<file path="config.mk">
export PLATFORM = sky130hd
export DESIGN_NAME = inbound_cmd_dispatch
export DESIGN_NICKNAME = d
export VERILOG_FILES = /design/src/rtl/inbound_pkg.sv /design/src/rtl/inbound_cmd_dispatch_rr_arbiter.sv /design/src/rtl/inbound_cmd_dispatch.sv
export SDC_FILE = /design/constraint.sdc
export NUM_CORES = 1
export LEC_CHECK = 0
export CAP_MARGIN = 5
export CORE_ASPECT_RATIO = 1.75
export CORE_MARGIN = 1.5
export CORE_UTILIZATION = 53
export CTS_BUF_LIST = sky130_fd_sc_hd__clkbuf_2 sky130_fd_sc_hd__clkbuf_4 sky130_fd_sc_hd__clkbuf_8
export CTS_CLUSTER_SIZE = 12
export DETAILED_ROUTE_END_ITERATION = 8
export GPL_ROUTABILITY_DRIVEN = 0
export PLACE_DENSITY = 0.88
export SLEW_MARGIN = 20
export SYNTH_ARGS = -nofsm -noshare
export SYNTH_HDL_FRONTEND = slang
export SYNTH_SLANG_ARGS = --single-unit
</file>
<file path="constraint.sdc">
create_clock -name clk -period 4.4 [get_ports clk]
set_input_delay 0.44 -clock clk [delete_from_list [all_inputs] [get_ports clk]]
set_output_delay 0.44 -clock clk [all_outputs]
set_load 0.01 [all_outputs]
</file>
<file path="src/rtl/inbound_pkg.sv">
// Shared constants, command-word layout and state types for the inbound command dispatcher.
package inbound_pkg;

  localparam logic [1:0]  US_CMD_WR32_TYPE = 2'b01;

  localparam logic [10:0] REG_CMD         = 11'h000;
  localparam logic [10:0] REG_LEN         = 11'h004;
  localparam logic [10:0] REG_STATUS      = 11'h008;
  localparam logic [10:0] REG_ERR         = 11'h00C;
  localparam logic [10:0] REG_ADDR_BASE   = 11'h010;
  localparam int          REG_ADDR_STRIDE = 8;

  localparam int CMD_TYPE_LSB = 62;
  localparam int CMD_LEN_LSB  = 57;
  localparam int CMD_ID_LSB   = 54;
  localparam int CMD_ADDR_LSB = 0;

  typedef enum logic [1:0] {
    CH_IDLE        = 2'd0,
    CH_PENDING     = 2'd1,
    CH_OUTSTANDING = 2'd2
  } ch_state_e;

  typedef enum logic {
    S_IDLE  = 1'b0,
    S_ISSUE = 1'b1
  } disp_state_e;

  function automatic logic [10:0] addr_reg_off(input int ch);
    return REG_ADDR_BASE + 11'(ch * REG_ADDR_STRIDE);
  endfunction

  function automatic logic [127:0] build_cmd(input logic [4:0] len, input logic [2:0] id,
                                             input logic [31:0] addr);
    logic [127:0] w;
    w = 128'h0;
    w[CMD_TYPE_LSB +: 2] = US_CMD_WR32_TYPE;
    w[CMD_LEN_LSB +: 5]  = len;
    w[CMD_ID_LSB +: 3]   = id;
    w[CMD_ADDR_LSB +: 32] = addr;
    return w;
  endfunction

endpackage

</file>
<file path="src/rtl/inbound_cmd_dispatch_rr_arbiter.sv">
// Round-robin arbiter: grants the lowest requesting index at or after the pointer, wrapping.
module rr_arbiter #(
  parameter int  N  = 4,
  localparam int IW = (N > 1) ? $clog2(N) : 1
) (
  input  logic          clk,
  input  logic          rst,
  input  logic [N-1:0]  req,
  input  logic          advance,
  output logic [N-1:0]  grant,
  output logic [IW-1:0] grant_idx
);

  // ptr_r is the first index searched, i.e. one past the last winner
  logic [IW-1:0] ptr_r;
  logic [IW:0]   raw_s;
  logic [IW:0]   idx_s;
  logic          found_s;
  logic          hit_s;

  // scan requests starting at the pointer
  always_comb begin
    grant     = {N{1'b0}};
    grant_idx = {IW{1'b0}};
    found_s   = 1'b0;
    raw_s     = {(IW+1){1'b0}};
    idx_s     = {(IW+1){1'b0}};
    hit_s     = 1'b0;
    for (int k = 0; k < N; k++) begin
      raw_s            = {1'b0, ptr_r} + (IW+1)'(k);
      idx_s            = (raw_s >= (IW+1)'(N)) ? (raw_s - (IW+1)'(N)) : raw_s;
      hit_s            = !found_s && req[idx_s[IW-1:0]];
      grant[idx_s[IW-1:0]] = grant[idx_s[IW-1:0]] | hit_s;
      grant_idx        = hit_s ? idx_s[IW-1:0] : grant_idx;
      found_s          = found_s | hit_s;
    end
  end

  // advance the pointer past the winner when the grant is consumed
  always_ff @(posedge clk) begin
    if (rst) begin
      ptr_r <= {IW{1'b0}};
    end else if (advance) begin
      if (grant_idx == IW'(N - 1)) begin
        ptr_r <= {IW{1'b0}};
      end else begin
        ptr_r <= grant_idx + IW'(1);
      end
    end
  end

endmodule

</file>
<file path="src/rtl/inbound_cmd_dispatch.sv">
// BAR-side dispatcher: host-programmed channels are round-robined into the upstream command FIFO
// and tracked until the upstream engine reports completion.
module inbound_cmd_dispatch
  import inbound_pkg::*;
#(
  parameter int  NUM_CH   = 4,
  localparam int CMD_ID_W = (NUM_CH > 1) ? $clog2(NUM_CH) : 1
) (
  input  logic                clk,
  input  logic                rst,
  input  logic                wr_en_i,
  input  logic [10:0]         wr_addr_i,
  input  logic [7:0]          wr_be_i,
  input  logic [31:0]         wr_data_i,
  output logic                wr_busy_o,
  input  logic [10:0]         rd_addr_i,
  output logic [31:0]         rd_data_o,
  input  logic                up_wr_cmd_compl_i,
  input  logic [CMD_ID_W-1:0] cmd_id_i,
  input  logic                us_cmd_fifo_full_i,
  input  logic                us_cmd_fifo_prog_full_i,
  output logic [127:0]        us_cmd_fifo_din_o,
  output logic                us_cmd_fifo_wr_en_o,
  output logic                irq_o
);

  ch_state_e           ch_state_r [NUM_CH];
  ch_state_e           ch_state_s [NUM_CH];
  disp_state_e         state_r, state_s;
  logic [29:0]         addr_r [NUM_CH];
  logic [4:0]          len_r;
  logic [NUM_CH-1:0]   status_r, status_s, status_clr_s;
  logic [2:0]          err_r, err_s, err_clr_s;
  logic [NUM_CH-1:0]   wait_mask_r, wait_mask_s;
  logic [NUM_CH-1:0]   pending_s, outstanding_s, launch_req_s, launch_ok_s;
  logic [NUM_CH-1:0]   compl_hit_s, push_mask_s, grant_s, issue_oh_r;
  logic [CMD_ID_W-1:0] grant_idx_s;
  logic                launch_err_s, compl_miss_s, wr_acc_s, wr_drop_s;
  logic                sel_cmd_s, sel_len_s, sel_status_s, sel_err_s;
  logic                go_s, push_s, busy_r, irq_r;
  logic [31:0]         rd_data_r, rd_data_s;
  logic [127:0]        din_r;
  logic                be_hi_unused_s;

  assign be_hi_unused_s = ^wr_be_i[7:4];
  assign wr_acc_s     = wr_en_i && !busy_r && (wr_be_i[3:0] == 4'hF);
  assign wr_drop_s    = wr_en_i && busy_r;
  assign sel_cmd_s    = wr_acc_s && (wr_addr_i == REG_CMD);
  assign sel_len_s    = wr_acc_s && (wr_addr_i == REG_LEN);
  assign sel_status_s = wr_acc_s && (wr_addr_i == REG_STATUS);
  assign sel_err_s    = wr_acc_s && (wr_addr_i == REG_ERR);

  // full gates the push itself so a late full never sees a write strobe
  assign go_s   = (state_r == S_IDLE) && (|pending_s) && !us_cmd_fifo_full_i && !us_cmd_fifo_prog_full_i;
  assign push_s = (state_r == S_ISSUE) && !us_cmd_fifo_full_i;

  rr_arbiter #(.N(NUM_CH)) u_arb (
    .clk       (clk),
    .rst       (rst),
    .req       (pending_s),
    .advance   (go_s),
    .grant     (grant_s),
    .grant_idx (grant_idx_s)
  );

  // per-channel next state; completion is applied before a same-cycle launch
  always_comb begin
    launch_err_s = 1'b0;
    pending_s     = {NUM_CH{1'b0}};
    outstanding_s = {NUM_CH{1'b0}};
    launch_req_s  = {NUM_CH{1'b0}};
    launch_ok_s   = {NUM_CH{1'b0}};
    compl_hit_s   = {NUM_CH{1'b0}};
    push_mask_s   = push_s ? issue_oh_r : {NUM_CH{1'b0}};
    for (int i = 0; i < NUM_CH; i++) begin
      pending_s[i]     = (ch_state_r[i] == CH_PENDING);
      outstanding_s[i] = (ch_state_r[i] == CH_OUTSTANDING);
      compl_hit_s[i]   = up_wr_cmd_compl_i && (cmd_id_i == CMD_ID_W'(i)) && outstanding_s[i];
      launch_req_s[i]  = sel_cmd_s && wr_data_i[i];
      launch_ok_s[i]   = launch_req_s[i] && ((ch_state_r[i] == CH_IDLE) || compl_hit_s[i]);
      launch_err_s     = launch_err_s | (launch_req_s[i] & !launch_ok_s[i]);
      if (launch_ok_s[i]) begin
        ch_state_s[i] = CH_PENDING;
      end else if (push_mask_s[i]) begin
        ch_state_s[i] = CH_OUTSTANDING;
      end else if (compl_hit_s[i]) begin
        ch_state_s[i] = CH_IDLE;
      end else begin
        ch_state_s[i] = ch_state_r[i];
      end
    end
  end

  assign compl_miss_s = up_wr_cmd_compl_i && (compl_hit_s == {NUM_CH{1'b0}});
  assign status_clr_s = sel_status_s ? wr_data_i[NUM_CH-1:0] : {NUM_CH{1'b0}};
  assign err_clr_s    = sel_err_s ? wr_data_i[2:0] : 3'b000;
  // set terms are OR-ed after the clear so a same-cycle event survives W1C
  assign status_s     = (status_r & ~status_clr_s) | compl_hit_s;
  assign err_s        = (err_r & ~err_clr_s) | {compl_miss_s, wr_drop_s, launch_err_s};
  assign wait_mask_s  = (wait_mask_r & ~push_mask_s) | launch_ok_s;

  // dispatcher next state
  always_comb begin
    state_s = state_r;
    case (state_r)
      S_IDLE: begin
        if (go_s) state_s = S_ISSUE;
        else      state_s = S_IDLE;
      end
      S_ISSUE: begin
        if (push_s) state_s = S_IDLE;
        else        state_s = S_ISSUE;
      end
      default: state_s = S_IDLE;
    endcase
  end

  // registered read mux
  always_comb begin
    rd_data_s = 32'h0;
    case (rd_addr_i)
      REG_CMD:    rd_data_s[NUM_CH-1:0] = pending_s | outstanding_s;
      REG_LEN:    rd_data_s[4:0]        = len_r;
      REG_STATUS: rd_data_s[NUM_CH-1:0] = status_r;
      REG_ERR:    rd_data_s[2:0]        = err_r;
      default: begin
        for (int i = 0; i < NUM_CH; i++) begin
          rd_data_s = rd_data_s | ((rd_addr_i == addr_reg_off(i)) ? {addr_r[i], 2'b00} : 32'h0);
        end
      end
    endcase
  end

  // register file, channel state and status outputs
  always_ff @(posedge clk) begin
    if (rst) begin
      for (int i = 0; i < NUM_CH; i++) begin
        ch_state_r[i] <= CH_IDLE;
        addr_r[i]     <= 30'h0;
      end
      len_r       <= 5'h0;
      status_r    <= {NUM_CH{1'b0}};
      err_r       <= 3'b000;
      wait_mask_r <= {NUM_CH{1'b0}};
      busy_r      <= 1'b0;
      irq_r       <= 1'b0;
      rd_data_r   <= 32'h0;
    end else begin
      for (int i = 0; i < NUM_CH; i++) begin
        ch_state_r[i] <= ch_state_s[i];
        if (wr_acc_s && (wr_addr_i == addr_reg_off(i))) addr_r[i] <= wr_data_i[31:2];
      end
      if (sel_len_s) len_r <= wr_data_i[4:0];
      status_r    <= status_s;
      err_r       <= err_s;
      wait_mask_r <= wait_mask_s;
      busy_r      <= wr_acc_s || (|wait_mask_s);
      irq_r       <= |status_s;
      rd_data_r   <= rd_data_s;
    end
  end

  // dispatcher state and command word captured at the arbitration decision
  always_ff @(posedge clk) begin
    if (rst) begin
      state_r    <= S_IDLE;
      issue_oh_r <= {NUM_CH{1'b0}};
      din_r      <= 128'h0;
    end else begin
      state_r <= state_s;
      if (go_s) begin
        issue_oh_r <= grant_s;
        din_r      <= build_cmd(len_r, 3'(grant_idx_s), {addr_r[grant_idx_s], 2'b00});
      end
    end
  end

  assign wr_busy_o           = busy_r;
  assign rd_data_o           = rd_data_r;
  assign irq_o               = irq_r;
  assign us_cmd_fifo_din_o   = din_r;
  assign us_cmd_fifo_wr_en_o = push_s;

endmodule

</file>
==> impl_metrics.py, run 1 <==
metrics = {
    "outcome": {
        "outcome": "complete, no violations",
    },
    "clocking": {
        "htreeDepth": 1,
        "hold_buffers": 0,
        "clk_path_buf_depth": 3,
        "post_cts_buffers": 0,
        "cts.sinks": 223,
        "clk_latency_ns": 0.58,
        "cts-buffers-inserted": 31,
        "clock-root-buffer": "clkbuf_8",
        "cts_tree": "built",
        "cts_resized": 0,
        "clkTransAtPathRegs_ns": 0.07,
    },
    "route": {
        "antenna_left": 0,
        "route.detailed.drc": 0,
        "vias": 8328,
        "avgViaCountPerCell": 5.84,
        "firstDrtPassIters": 5,
        "avgRoutedWirePerCell_um": 19.4,
        "drt-total-wl_um": 27700,
        "drt_iter0_markers": 591,
    },
    "finish": {
        "syn_to_final_growth_pct": 19.6,
        "nNetsFinal": 1242,
        "n_fill_cell": 1474,
        "layout-drive-gt1-share_pct": 9.17,
        "layout_common_cells": "137 x clkdlybuf4s50_1, 120 x edfxtp_1, 118 x and2_1",
        "final_common_cell": "clkdlybuf4s50_1",
        "final_cell_area_um2": 13100,
    },
    "die": {
        "die_area_um2": 21500,
        "core_area_um2": 20300,
        "rows": 69,
        "die_x_um": 112,
        "ioPinCount": 233,
        "start_util_pct": 53.9,
        "die_y_um": 193,
    },
    "logic_synthesis": {
        "synth_area_leaders": "edfxtp_1 33%, dfxtp_1 19%, and2_1 6.8%",
        "dominantRegCellSynth": "edfxtp_1",
        "syn_avg_cell_area_um2": 10.7,
        "synth.top_cell.area_share_pct": 33.0,
        "synth_edf_count": 120,
        "mappedNetlistArea_um2": 10900,
        "seq_area_frac_synth_pct": 51.8,
        "yosysWarnings": 0,
        "ys_types": 64,
        "synth_area_leader_cell": "edfxtp_1",
        "netlist_instances": 1021,
        "async_flop_share_pct": 0,
        "ys_seq_elements": 223,
    },
    "place": {
        "portBuffers": 138,
        "placed_cell_area_um2": 12400,
        "dp_hpwl_um": 18600,
    },
    "global_routing": {
        "antenna_found_initial": 0,
        "grt_use_total_pct": 24.9,
        "grt_overflow": 0,
        "grt_pass1_vias": 8427,
        "grt_max_degree": 35,
        "grt_pass1_wl_um": 42200,
    },
    "power_and_ir_drop": {
        "vdd_drop_max_mv": 0.278,
        "cellPowerDensity_nw_per_um2": 326,
        "total_leakage_power_nw": 4.99,
    },
    "timing": {
        "finalSetupViolCount": 0,
        "period_share_pct": 73.2,
        "drv_slew": 0,
        "fmax_ghz": 0.310,
        "finalSetupTns_ns": 0,
        "tightestPinTransition_ns": 0.960,
        "hold_viol_final": 0,
        "relSlewSlack_pct": 35.8,
        "fin_worst_skew_ns": 0.0196,
        "rsz0062_at_grt": "false",
        "post-route-min-period_ns": 3.22,
    },
    "worst_setup_path": {
        "cp_top_family": "compound AO/OA/AOI/OAI gates",
        "path_cells": "inv_1 > ha_1 > mux4_2 > mux2i_1 > buf_4 > o21ai_0 > a211oi_2 > o211ai_1 > a41oi_2 > o21ai_1",
        "crit_type": "reg -> reg",
        "critPathSlowestCell": "mux4_2",
        "cp-start-kind": "register",
        "cp_slowest_stage_delay_ns": 0.57,
        "cp.buffers_inverters": 2,
        "end_kind": "register",
        "cp.arrival_ns": 3.69,
        "required_ns": 4.87,
        "crit_fanout": 11,
        "reg2reg_from": "u_arb.ptr_r[1]",
        "startpoint": "u_arb.ptr_r[1]",
    },
    "worst_hold_path": {
        "hold_class": "in -> reg",
        "min-delay-start": "rst",
    },
    "job": {
        "drv_cap": 0,
    },
}
==> logic make-up (layout without fill, tap and decap cells) <==
kind of cell | Yosys count | in the layout | share of synthesized area (%)
DFF | 223 | 223 | 51.8
xor gates and xnor gates | 1 | 1 | 0.0801
muxes | 77 | 77 | 7.44
AOI/OAI and AO/OA | 242 | 242 | 15.0
other | 1 | 91 | 0.0343
buffers and inverters | 175 | 243 | 9.41
adders and majority gates | 16 | 16 | 1.83
and+or+nand+nor | 286 | 286 | 14.4
==> registers in the layout (all words and copies together), names as in the netlist, named ones only <==
| name | cells |
|---|---|
| addr_r | 120 |
| ch_state_r | 8 |
| err_r | 3 |
| irq_o | 1 |
| issue_oh_r | 4 |
| len_r | 5 |
| rd_data_o | 32 |
| state_r | 1 |
| status_r | 4 |
| u_arb.ptr_r | 1 |
| us_cmd_fifo_din_o | 38 |
| wait_mask_r | 4 |
| wr_busy_o | 1 |
==> cell usage after synthesis (all sizes together) (30+ instances only) <==
cell and n:
nand2 43, and2 118, mux2i 73, a2bb2oi 30
a22oi 60, nor2 48, o21ai 47, dfxtp 103
buf 106, edfxtp 120, clkbuf 49, a21oi 58
==> metrics by stage <==
stage	std cells	total power [W]	hold slack [ns]	setup WS (ns)	util, %
after floorplan	1110	0.00247	0.440	1.14	-
after detailed placement	1371	0.00253	0.453	1.08	61.0
after CTS	1426	0.00427	0.266	1.23	64.4
after global placement	1371	0.00252	0.448	1.13	61.0
final	1427	0.00426	0.294	1.18	64.4
after global routing	1426	0.00437	0.302	0.931	64.4
==> layout make-up <==
| cell class | count | area (um2) | share of cell area [%] |
|---|---|---|---|
| multi-input combinational | 712 | 4670 | 35.7 |
| inverter | 20 | 75.1 | 0.574 |
| tap | 248 | 310 | 2.37 |
| antenna | 1 | 2.50 | 0.0191 |
| sequential | 223 | 5670 | 43.3 |
| clock inverter | 12 | 138 | 1.05 |
| clock buffer | 43 | 548 | 4.19 |
| timing repair buffer | 168 | 1660 | 12.7 |
==> final timing paths <==
kind	cells past startpoint	end	slack, ns
worst max-delay path	10	issue_oh_r[3]	1.18
worst max register to register	10	issue_oh_r[3]	1.18
worst min register to register	2	us_cmd_fifo_din_o[61]	0.46
worst min-delay path	2	len_r[1]	0.29
==> worst reg2reg max path, stage by stage, from the launching register on <==
cell	delay, ns
dfxtp_1	0.49
inv_1	0.12
ha_1	0.56
mux4_2	0.57
mux2i_1	0.14
buf_4	0.20
o21ai_0	0.13
a211oi_2	0.34
o211ai_1	0.16
a41oi_2	0.30
o21ai_1	0.11
==> layer usage <==
layer	GRT usage, %	vias up	part of all wire, %
li1	-	3800	-
met1	24.2	3934	32
met2	48.0	464	54
met3	3.84	130	7.6
met4	17.1	0	6.1
met5	0	-	0
==> report_power, final <==
group,switching [W],internal [W],total (W)
clock network,0.000789,0.000981,0.00177
logic,0.000126,0.0000854,0.000212
registers,0.0000320,0.00225,0.00228
total,0.000947,0.00331,0.00426
No activity file was read; power rests on OpenSTA's default activity.
==> inputs of run 2 (changes only) <==
- CORE_UTILIZATION: 53 -> 48
- PLACE_DENSITY: 0.88 -> 0.84
- clock period: 4.4 -> 2.83 ns (I/O delays scaled with it)
==> run 2 against run 1 <==
Critical endpoint is now issue_oh_r[1]. Flip-flop and latch count is the same. Hold slack worse by 0.18 ns. Largest cell class unchanged. Power rose by 53%. Register-to-register slack lost 1.0 ns. Cell area rose by 3.4%. Wire length rose by 2.9%.
==> impl_metrics.py, run 2 (synthesis results as in run 1) <==
metrics = {
    "clocking": {
        "cts.sinks": 223,
        "clock-root-buffer": "clkbuf_8",
        "htreeDepth": 1,
        "cts_tree": "built",
        "cts-buffers-inserted": 31,
        "clk_latency_ns": 0.60,
        "clkTransAtPathRegs_ns": 0.07,
        "clk_path_buf_depth": 3,
    },
    "worst_hold_path": {
        "hold_depth": 2,
        "hold_class": "in -> reg",
    },
    "power_and_ir_drop": {
        "cellPowerDensity_nw_per_um2": 482,
        "total_leakage_power_nw": 5.17,
        "pwr-share-clk_pct": 40.2,
        "power.switching_w": 0.00149,
        "sw_frac_of_total_pct": 22.9,
        "pwr-share-comb_pct": 5.4,
        "power_frac_seq_pct": 54.4,
        "p_int_w": 0.00502,
        "vdd_drop_max_mv": 0.399,
    },
    "global_routing": {
        "grt_pass1_vias": 8445,
        "antenna_found_initial": 2,
        "grt_overflow": 0,
        "grt_max_degree": 35,
        "grt_use_total_pct": 23.8,
        "grt_pass1_wl_um": 43000,
    },
    "finish": {
        "final_cell_area_um2": 13500,
        "top_register": "addr_r",
        "final_common_cell": "clkdlybuf4s50_1",
        "layout_common_cells": "137 x clkdlybuf4s50_1, 120 x edfxtp_1, 118 x and2_1",
        "largest_register_ffs": 120,
        "nNetsFinal": 1269,
        "syn_to_final_growth_pct": 23.6,
        "layout-drive-gt1-share_pct": 11.4,
        "n_fill_cell": 1762,
    },
    "route": {
        "avgRoutedWirePerCell_um": 19.0,
        "drt-total-wl_um": 28500,
        "route.detailed.drc": 0,
        "vias": 8401,
        "firstDrtPassIters": 6,
        "drt_iter0_markers": 487,
        "antenna_left": 0,
        "avgViaCountPerCell": 5.58,
    },
    "outcome": {
        "outcome": "complete, no violations",
    },
    "worst_setup_path": {
        "cp-start-kind": "register",
        "end_kind": "register",
        "critPathSlowestCell": "dfxtp_1",
        "crit_fanout": 18,
        "crit_type": "reg -> reg",
        "r2r.worst_path.cells": 11,
        "required_ns": 3.29,
        "cp_slowest_stage_delay_ns": 0.35,
        "path_cells": "inv_2 > ha_1 > buf_6 > mux4_1 > mux2i_4 > buf_4 > nor2_1 > a211oi_2 > a211oi_1 > a41oi_2 > o21ai_1",
        "cp.arrival_ns": 3.13,
    },
    "timing": {
        "period_share_pct": 94.5,
        "drv_slew": 0,
        "hold-worst-slack_ns": 0.110,
        "post-route-min-period_ns": 2.68,
        "relSlewSlack_pct": 45.4,
        "tightestPinTransition_ns": 0.816,
        "hold_viol_final": 0,
        "fin_worst_skew_ns": 0.0285,
        "fmax_ghz": 0.374,
        "finalSetupViolCount": 0,
    },
    "die": {
        "rows": 72,
        "ioPinCount": 233,
        "core_area_um2": 22300,
        "die_y_um": 203,
        "start_util_pct": 49.1,
        "die_x_um": 117,
        "die_area_um2": 23700,
    },
    "place": {
        "dp_hpwl_um": 19200,
        "placed_cell_area_um2": 12800,
        "portBuffers": 138,
    },
    "job": {
        "drv_cap": 0,
    },
}
-- run 2: path summary, 6_finish.rpt --
check / startpoint / end / slack, ns
setup / recovery: register / issue_oh_r[1] / 0.15
hold / removal: rst / len_r[4] / 0.11
setup reg to reg: register / issue_oh_r[1] / 0.15
hold reg to reg: us_cmd_fifo_din_o[11] / us_cmd_fifo_din_o[11] / 0.47
-- run 2: what timing repair did --
action,in CTS,in global routing
setup endpoints to repair,0,32
resized for setup,0,8
hold buffers,0,0
setup buffers,0,3
-- run 2: final cells by class --
type	count	area, um2	share of cell area (%)
flip-flops and latches	223	5670	41.9
multi-input cells	712	4700	34.8
repair buffers	195	2050	15.1
clock buffers	35	463	3.43
well taps	296	370	2.74
clock inverters	23	190	1.41
inverters	20	75.1	0.555
diodes	1	2.50	0.0185
-- run 2: critical path, delay by kind of cell (launching register included) --
family | cells | cell delay (ns)
buffers and inverters | 3 | 0.45
and+or+nand+nor | 1 | 0.06
adders and majority gates | 1 | 0.32
DFF | 1 | 0.35
muxes | 2 | 0.55
AOI/OAI and AO/OA | 4 | 0.79
-- run 2: layer usage --
layer / global-route usage [%] / part of all wire, % / vias up
met1: 23.9 / 33 / 4038
met2: 45.7 / 56 / 413
met5: 0 / 0.046 / -
met4: 12.6 / 4.4 / 2
li1: - / - / 3853
met3: 3.16 / 6.7 / 95
-- run 2: power by group through the flow --
stage	Clock, W	Combinational, W	Sequential (W)
finish	0.00262	0.000352	0.00354
global route	0.00280	0.000375	0.00355
CTS	0.00265	0.000348	0.00354
detailed placement	0	0.000347	0.00361
global placement	0	0.000342	0.00360
floorplan	0	0.000245	0.00360
-- run 2: through the flow --
step           worst slack (ns)  instances  util [%]   TNS [ns]  total power [W]
2_1_floorplan           0.00846       1110         -          0          0.00384
3_3_place_gp              0.179       1443      57.5          0          0.00394
3_5_place_dp              0.136       1443      57.5          0          0.00396
4_1_cts                  0.0829       1501      60.5          0          0.00653
5_1_grt               -0.000639       1505      60.7  -0.000639          0.00672
6_report                  0.155       1505      60.7          0          0.00651
